**src/rtl/barrett_constant_gen.sv**
```systemverilog
// Barrett reduction constant generator.
// For a modulus m it produces the shift amount R = 2k and the multiplier
// floor(2^(2k)/m). k is the bit length of m. The division is a restoring
// long division that handles one dividend bit per cycle.
module barrett_constant_gen #(
  parameter int WIDTH = 32
) (
  input  logic               sys_clk,
  input  logic               sys_rst,
  input  logic               start,
  input  logic [WIDTH-1:0]   denominator,
  output logic               busy,
  output logic               done,
  output logic               err,
  output logic [WIDTH-1:0]   R,
  output logic [WIDTH+1:0]   constant
);

  localparam int KW = $clog2(WIDTH + 1);      // holds k in 1..WIDTH
  localparam int CW = $clog2(2 * WIDTH + 2);  // holds 2k+1

  typedef enum logic [1:0] {IDLE, NORM, DIV, DONE} state_t;

  state_t             state_q;
  logic [WIDTH-1:0]   m_q;
  logic [KW-1:0]      k_q;
  logic [CW-1:0]      cnt_q;
  logic               first_q;
  logic [WIDTH:0]     rem_q;
  logic [WIDTH+1:0]   quo_q;
  logic               done_q;
  logic               err_q;
  logic [WIDTH-1:0]   r_q;
  logic [WIDTH+1:0]   const_q;

  logic [KW-1:0]      k_d;
  logic [WIDTH:0]     rem_sh;
  logic               q_bit;
  logic [WIDTH:0]     rem_d;
  logic [WIDTH+1:0]   quo_d;

  // Priority encode: bit length of the latched modulus (0 when m is 0).
  always_comb begin
    k_d = '0;
    for (int i = 0; i < WIDTH; i++) begin
      if (m_q[i]) k_d = KW'(i + 1);
    end
  end

  // One restoring-division step. The dividend is 1 followed by 2k zeros, so
  // the bit shifted in is 1 only on the first iteration. The remainder stays
  // below m, so WIDTH+1 bits can hold the shifted value without overflow.
  always_comb begin
    rem_sh = (rem_q << 1) | {{WIDTH{1'b0}}, first_q};
    q_bit  = (rem_sh >= {1'b0, m_q});
    rem_d  = q_bit ? (rem_sh - {1'b0, m_q}) : rem_sh;
    quo_d  = (quo_q << 1) | {{(WIDTH+1){1'b0}}, q_bit};
  end

  // Control FSM and datapath. Results are loaded on the edge that enters
  // DONE, so they are valid in the same cycle that done is high.
  always_ff @(posedge sys_clk or posedge sys_rst) begin
    if (sys_rst) begin
      state_q <= IDLE;
      m_q     <= '0;
      k_q     <= '0;
      cnt_q   <= '0;
      first_q <= 1'b0;
      rem_q   <= '0;
      quo_q   <= '0;
      done_q  <= 1'b0;
      err_q   <= 1'b0;
      r_q     <= '0;
      const_q <= '0;
    end else begin
      done_q <= 1'b0;
      case (state_q)
        IDLE: begin
          if (start) begin
            m_q     <= denominator;
            state_q <= NORM;
          end
        end
        NORM: begin
          k_q     <= k_d;
          rem_q   <= '0;
          quo_q   <= '0;
          first_q <= 1'b1;
          if (m_q == '0) begin
            err_q   <= 1'b1;
            r_q     <= '0;
            const_q <= '0;
            done_q  <= 1'b1;
            state_q <= DONE;
          end else begin
            cnt_q   <= CW'({k_d, 1'b0}) + CW'(1);
            state_q <= DIV;
          end
        end
        DIV: begin
          rem_q   <= rem_d;
          quo_q   <= quo_d;
          first_q <= 1'b0;
          cnt_q   <= cnt_q - CW'(1);
          if (cnt_q == CW'(1)) begin
            r_q     <= WIDTH'({k_q, 1'b0});
            const_q <= quo_d;
            err_q   <= 1'b0;
            done_q  <= 1'b1;
            state_q <= DONE;
          end
        end
        DONE: begin
          state_q <= IDLE;
        end
        default: state_q <= IDLE;
      endcase
    end
  end

  assign busy     = (state_q != IDLE);
  assign done     = done_q;
  assign err      = err_q;
  assign R        = r_q;
  assign constant = const_q;

endmodule

```
**config.mk**
```make
export PLATFORM = sky130hd
export DESIGN_NAME = barrett_constant_gen
export DESIGN_NICKNAME = d
export VERILOG_FILES = /design/src/rtl/barrett_constant_gen.sv
export SDC_FILE = /design/constraint.sdc
export NUM_CORES = 1
export LEC_CHECK = 0
export BUFFER_PORTS_ARGS = -buffer_cell sky130_fd_sc_hd__buf_4
export CAP_MARGIN = 20
export CORE_MARGIN = 1
export CORE_UTILIZATION = 59
export CTS_CLUSTER_SIZE = 10
export DETAILED_ROUTE_END_ITERATION = 6
export GPL_TIMING_DRIVEN = 0
export MAX_ROUTING_LAYER = met4
export PLACE_DENSITY_LB_ADDON = 0.3
export SETUP_SLACK_MARGIN = 0.1
export SYNTH_ARGS = -nofsm -noshare
export SYNTH_HDL_FRONTEND = slang
export SYNTH_SLANG_ARGS = --single-unit
```
**constraint.sdc**
```tcl
create_clock -name sys_clk -period 5.5 [get_ports sys_clk]
set_input_delay 0.275 -clock sys_clk [delete_from_list [all_inputs] [get_ports sys_clk]]
set_output_delay 0.275 -clock sys_clk [all_outputs]
set_load 0.02 [all_outputs]
```
==> results.ini <==
[global_routing]
grt.busiest_layer=met2
grt_max_degree=89
grt_util_met2=0.471
grtUsageMet1=0.374
grt_util_met3=0.0655
antenna_found_initial=0
grt_overflow=0
grt_pass1_vias=6664
grt_first_pass_wirelength_mm=33.2
grt_use_total=0.297

[pwr]
p_int_mw=2.69
clockPowerShare=0.242
comb_power_share=0.430
vdd_ir_drop_max_uv=386
switching_share=0.428
leakage_nw=4.69
power.switching_mw=2.01
pwr-share-seq=0.328
power_mw=4.70
power_per_cell_area_nw_per_um2=465

[sta]
hold_slack_ns=0.00779
layout_setup_ws_ns=2.17
max_freq_ghz=0.300
hold_viol_final=0
finClkSkew_ns=0.0105
setup_viol=0
min_period_over_period=0.605
min_period_ns=3.33
slew_viol_final=0
worstMarginPinSlew_ns=0.793
relSlewSlack=0.471
rsz0062_at_grt=no

[synthesis]
synth_top_family_by_area=compound AO/OA/AOI/OAI gates
synth_ff_type=dfrtp_1
yosysTopAreaCellShare=0.451
yosys_warnings=0
yosys.area_share.simple=0.128
synth.avg_cell_area_sq_um=9.49
synth-compound-area-share=0.200
synth_edf_count=0
ys_seq_area_frac=0.451
synthAdderAreaFrac=0.0576
yosysTopAreaCell=dfrtp_1
ys_seq_elements=155
yosys-top-cells-area=dfrtp_1, nand2_1, o21ai_0, ha_1, mux2_2
synthCells=907
ys_types=70
synthXorXnorAreaFrac=0.0265
synth_async_sr_flop_share=1.00
synth.area.mux_share=0.0692
synth_area_sq_um=8610

[clock_tree]
post_cts_resize_count=0
postCtsSetupBuffers=0
cts_root_buffer=clkbuf_16
clk_latency_ns=0.43
htreeDepth=4
cts.sinks=155
cts_tree=built
clkSlewWorstSetupHoldPaths_ns=0.06
clock_path_buffers=2
cts_buffers=17
ctsHoldBuffers=0

[critical_path]
required_ns=5.78
cp-start-kind=flop
worstSetupEndpointType=flop
crit_arrival_ns=3.61
critPathMaxFanout=10
criticalPathCategory=reg2reg

[drt]
dr.first_iter.drc_count=582
firstDrtPassIters=5
wire_per_inst_um=16.6
viasPerCell=5.77
via_count=7047
drtAntennaViolNets=0
wl_mm=20.2
drcViolationCount=0

[floorplan]
dieArea_sq_um=15100
start_util=0.613
core_area_sq_um=14000
ios=104
die_y_um=123
num_rows=43
die_w_um=123

[hold_path]
worstHoldPathType=in2async

[finish]
syn_to_final_growth_pct=17.4
layout-drive-gt1-share=0.186
nets=1103
post-route-util=0.720
antenna_cells=0

[placement]
io_buffer_count=77
place_hpwl_mm=14.7
place_ws_ns=2.24
gp_congestion=0.893

[run]
cap_viol_max_count=0

[outcome]
status=finished, final reports clean

==> cell usage in the layout, fill, tap and decap left out, types with 6 or more instances in the layout <==
master,synthesis,layout
mux2i_1,19,19
buf_1,6,6
xnor2_1,18,18
o21ai_0,105,105
clkbuf_1,26,28
clkbuf_16,0,17
nand2b_1,6,6
o2bb2ai_1,18,18
nor3_1,18,18
dfrtp_1,155,155
a31oi_1,6,6
conb_1,1,26
nor4_1,7,7
xor2_1,8,8
nand2_1,146,146
buf_4,27,104
ha_1,38,38
nand3_1,11,11
nor2_1,35,35
mux2_2,36,36
o211ai_1,6,6
a21o_1,17,17
nand4_1,8,8
a21oi_1,42,42
inv_1,51,50
==> worst paths after layout <==
| kind | slack (ns) | endpoint | from | cells past startpoint |
|---|---|---|---|---|
| min in group sys_clk | 0.07 | m_q[5]$_DFFE_PP0P_ | denominator[5] | 2 |
| hold reg to reg | 0.48 | constant[8]$_DFFE_PP0P_ | constant[8]$_DFFE_PP0P_ | 2 |
| max in group asynchronous | 4.69 | m_q[20]$_DFFE_PP0P_ | sys_rst | 3 |
| setup reg to reg | 2.17 | rem_q[18]$_DFFE_PP0P_ | m_q[1]$_DFFE_PP0P_ | 13 |
| setup / recovery | 2.17 | rem_q[18]$_DFFE_PP0P_ | m_q[1]$_DFFE_PP0P_ | 13 |
| hold / removal | 0.008 | constant[27]$_DFFE_PP0P_ | sys_rst | 2 |
==> logic make-up (layout without fill, tap and decap cells) <==
group                    count (synthesis)  count (layout)
XOR/XNOR                                26              26
buffers and inverters                  117             227
flip-flops                             155             155
AO/OA/AOI/OAI                          262             262
AND/OR/NAND/NOR                        252             252
other                                    1              26
adder cells (fa/ha/maj)                 39              39
multiplexers                            55              55
==> state kept, by name, summed over array words and instances (netlist names) <==
signal / cells
m_q: 32
k_q: 6
first_q: 1
quo_q: 33
cnt_q: 7
done: 1
rem_q: 32
R: 6
constant: 34
state_q: 2
err: 1
==> per-layer routing <==
metal	wire (um)	share of wire
met5	0	0
met4	502	0.025
met1	8940	0.44
met3	1070	0.053
met2	9730	0.48
==> power groups by stage <==
stage / logic [mW] / clock network [mW] / registers [mW]
3_3_place_gp: 1.92 / 0 / 1.54
3_5_place_dp: 1.98 / 0 / 1.55
5_1_grt: 2.24 / 1.20 / 1.57
6_report: 2.02 / 1.14 / 1.54
4_1_cts: 2.00 / 1.14 / 1.54
2_1_floorplan: 1.46 / 0 / 1.50
==> cells in the mapped netlist (11+ instances only) <==
| master | n |
|---|---|
| nand3_1 | 11 |
| mux2_2 | 36 |
| nand2_1 | 146 |
| inv_1 | 51 |
| o2bb2ai_1 | 18 |
| dfrtp_1 | 155 |
| ha_1 | 38 |
| mux2i_1 | 19 |
| xnor2_1 | 18 |
| o21ai_0 | 105 |
| nor3_1 | 18 |
| a21oi_1 | 42 |
| clkbuf_1 | 26 |
| nor2_1 | 35 |
| a21o_1 | 17 |
| buf_4 | 27 |
==> cell type report <==
| class | count | area [sq um] |
|---|---|---|
| tap | 180 | 225 |
| fill | 1086 | 3940 |
| multi-input combinational | 660 | 4240 |
| clock buffer | 21 | 460 |
| buffer | 66 | 389 |
| timing repair buffer | 78 | 606 |
| clock inverter | 11 | 110 |
| sequential | 155 | 3880 |
| inverter | 51 | 196 |
==> through the flow <==
| stage | instance area, sq um | cells | TNS [ns] |
|---|---|---|---|
| after global placement | 9500 | 1189 | -81.07 |
| after detailed placement | 9540 | 1190 | 0 |
| after global routing | 10100 | 1222 | 0 |
| final | 10100 | 1222 | 0 |
| after CTS | 10100 | 1222 | 0 |
| after floorplan | 8700 | 932 | 0 |
==> critical path: stages (launching register included) <==
cell,delay (ns)
dfrtp_1,0.43
inv_1,0.07
ha_1,0.31
nor2b_1,0.19
o31a_1,0.24
o311ai_4,0.15
a211oi_2,0.33
o2111ai_2,0.17
a21oi_2,0.39
o21a_1,0.21
buf_6,0.16
buf_8,0.18
mux2i_1,0.25
o2bb2ai_1,0.09
(Power assumes the default switching activity.)
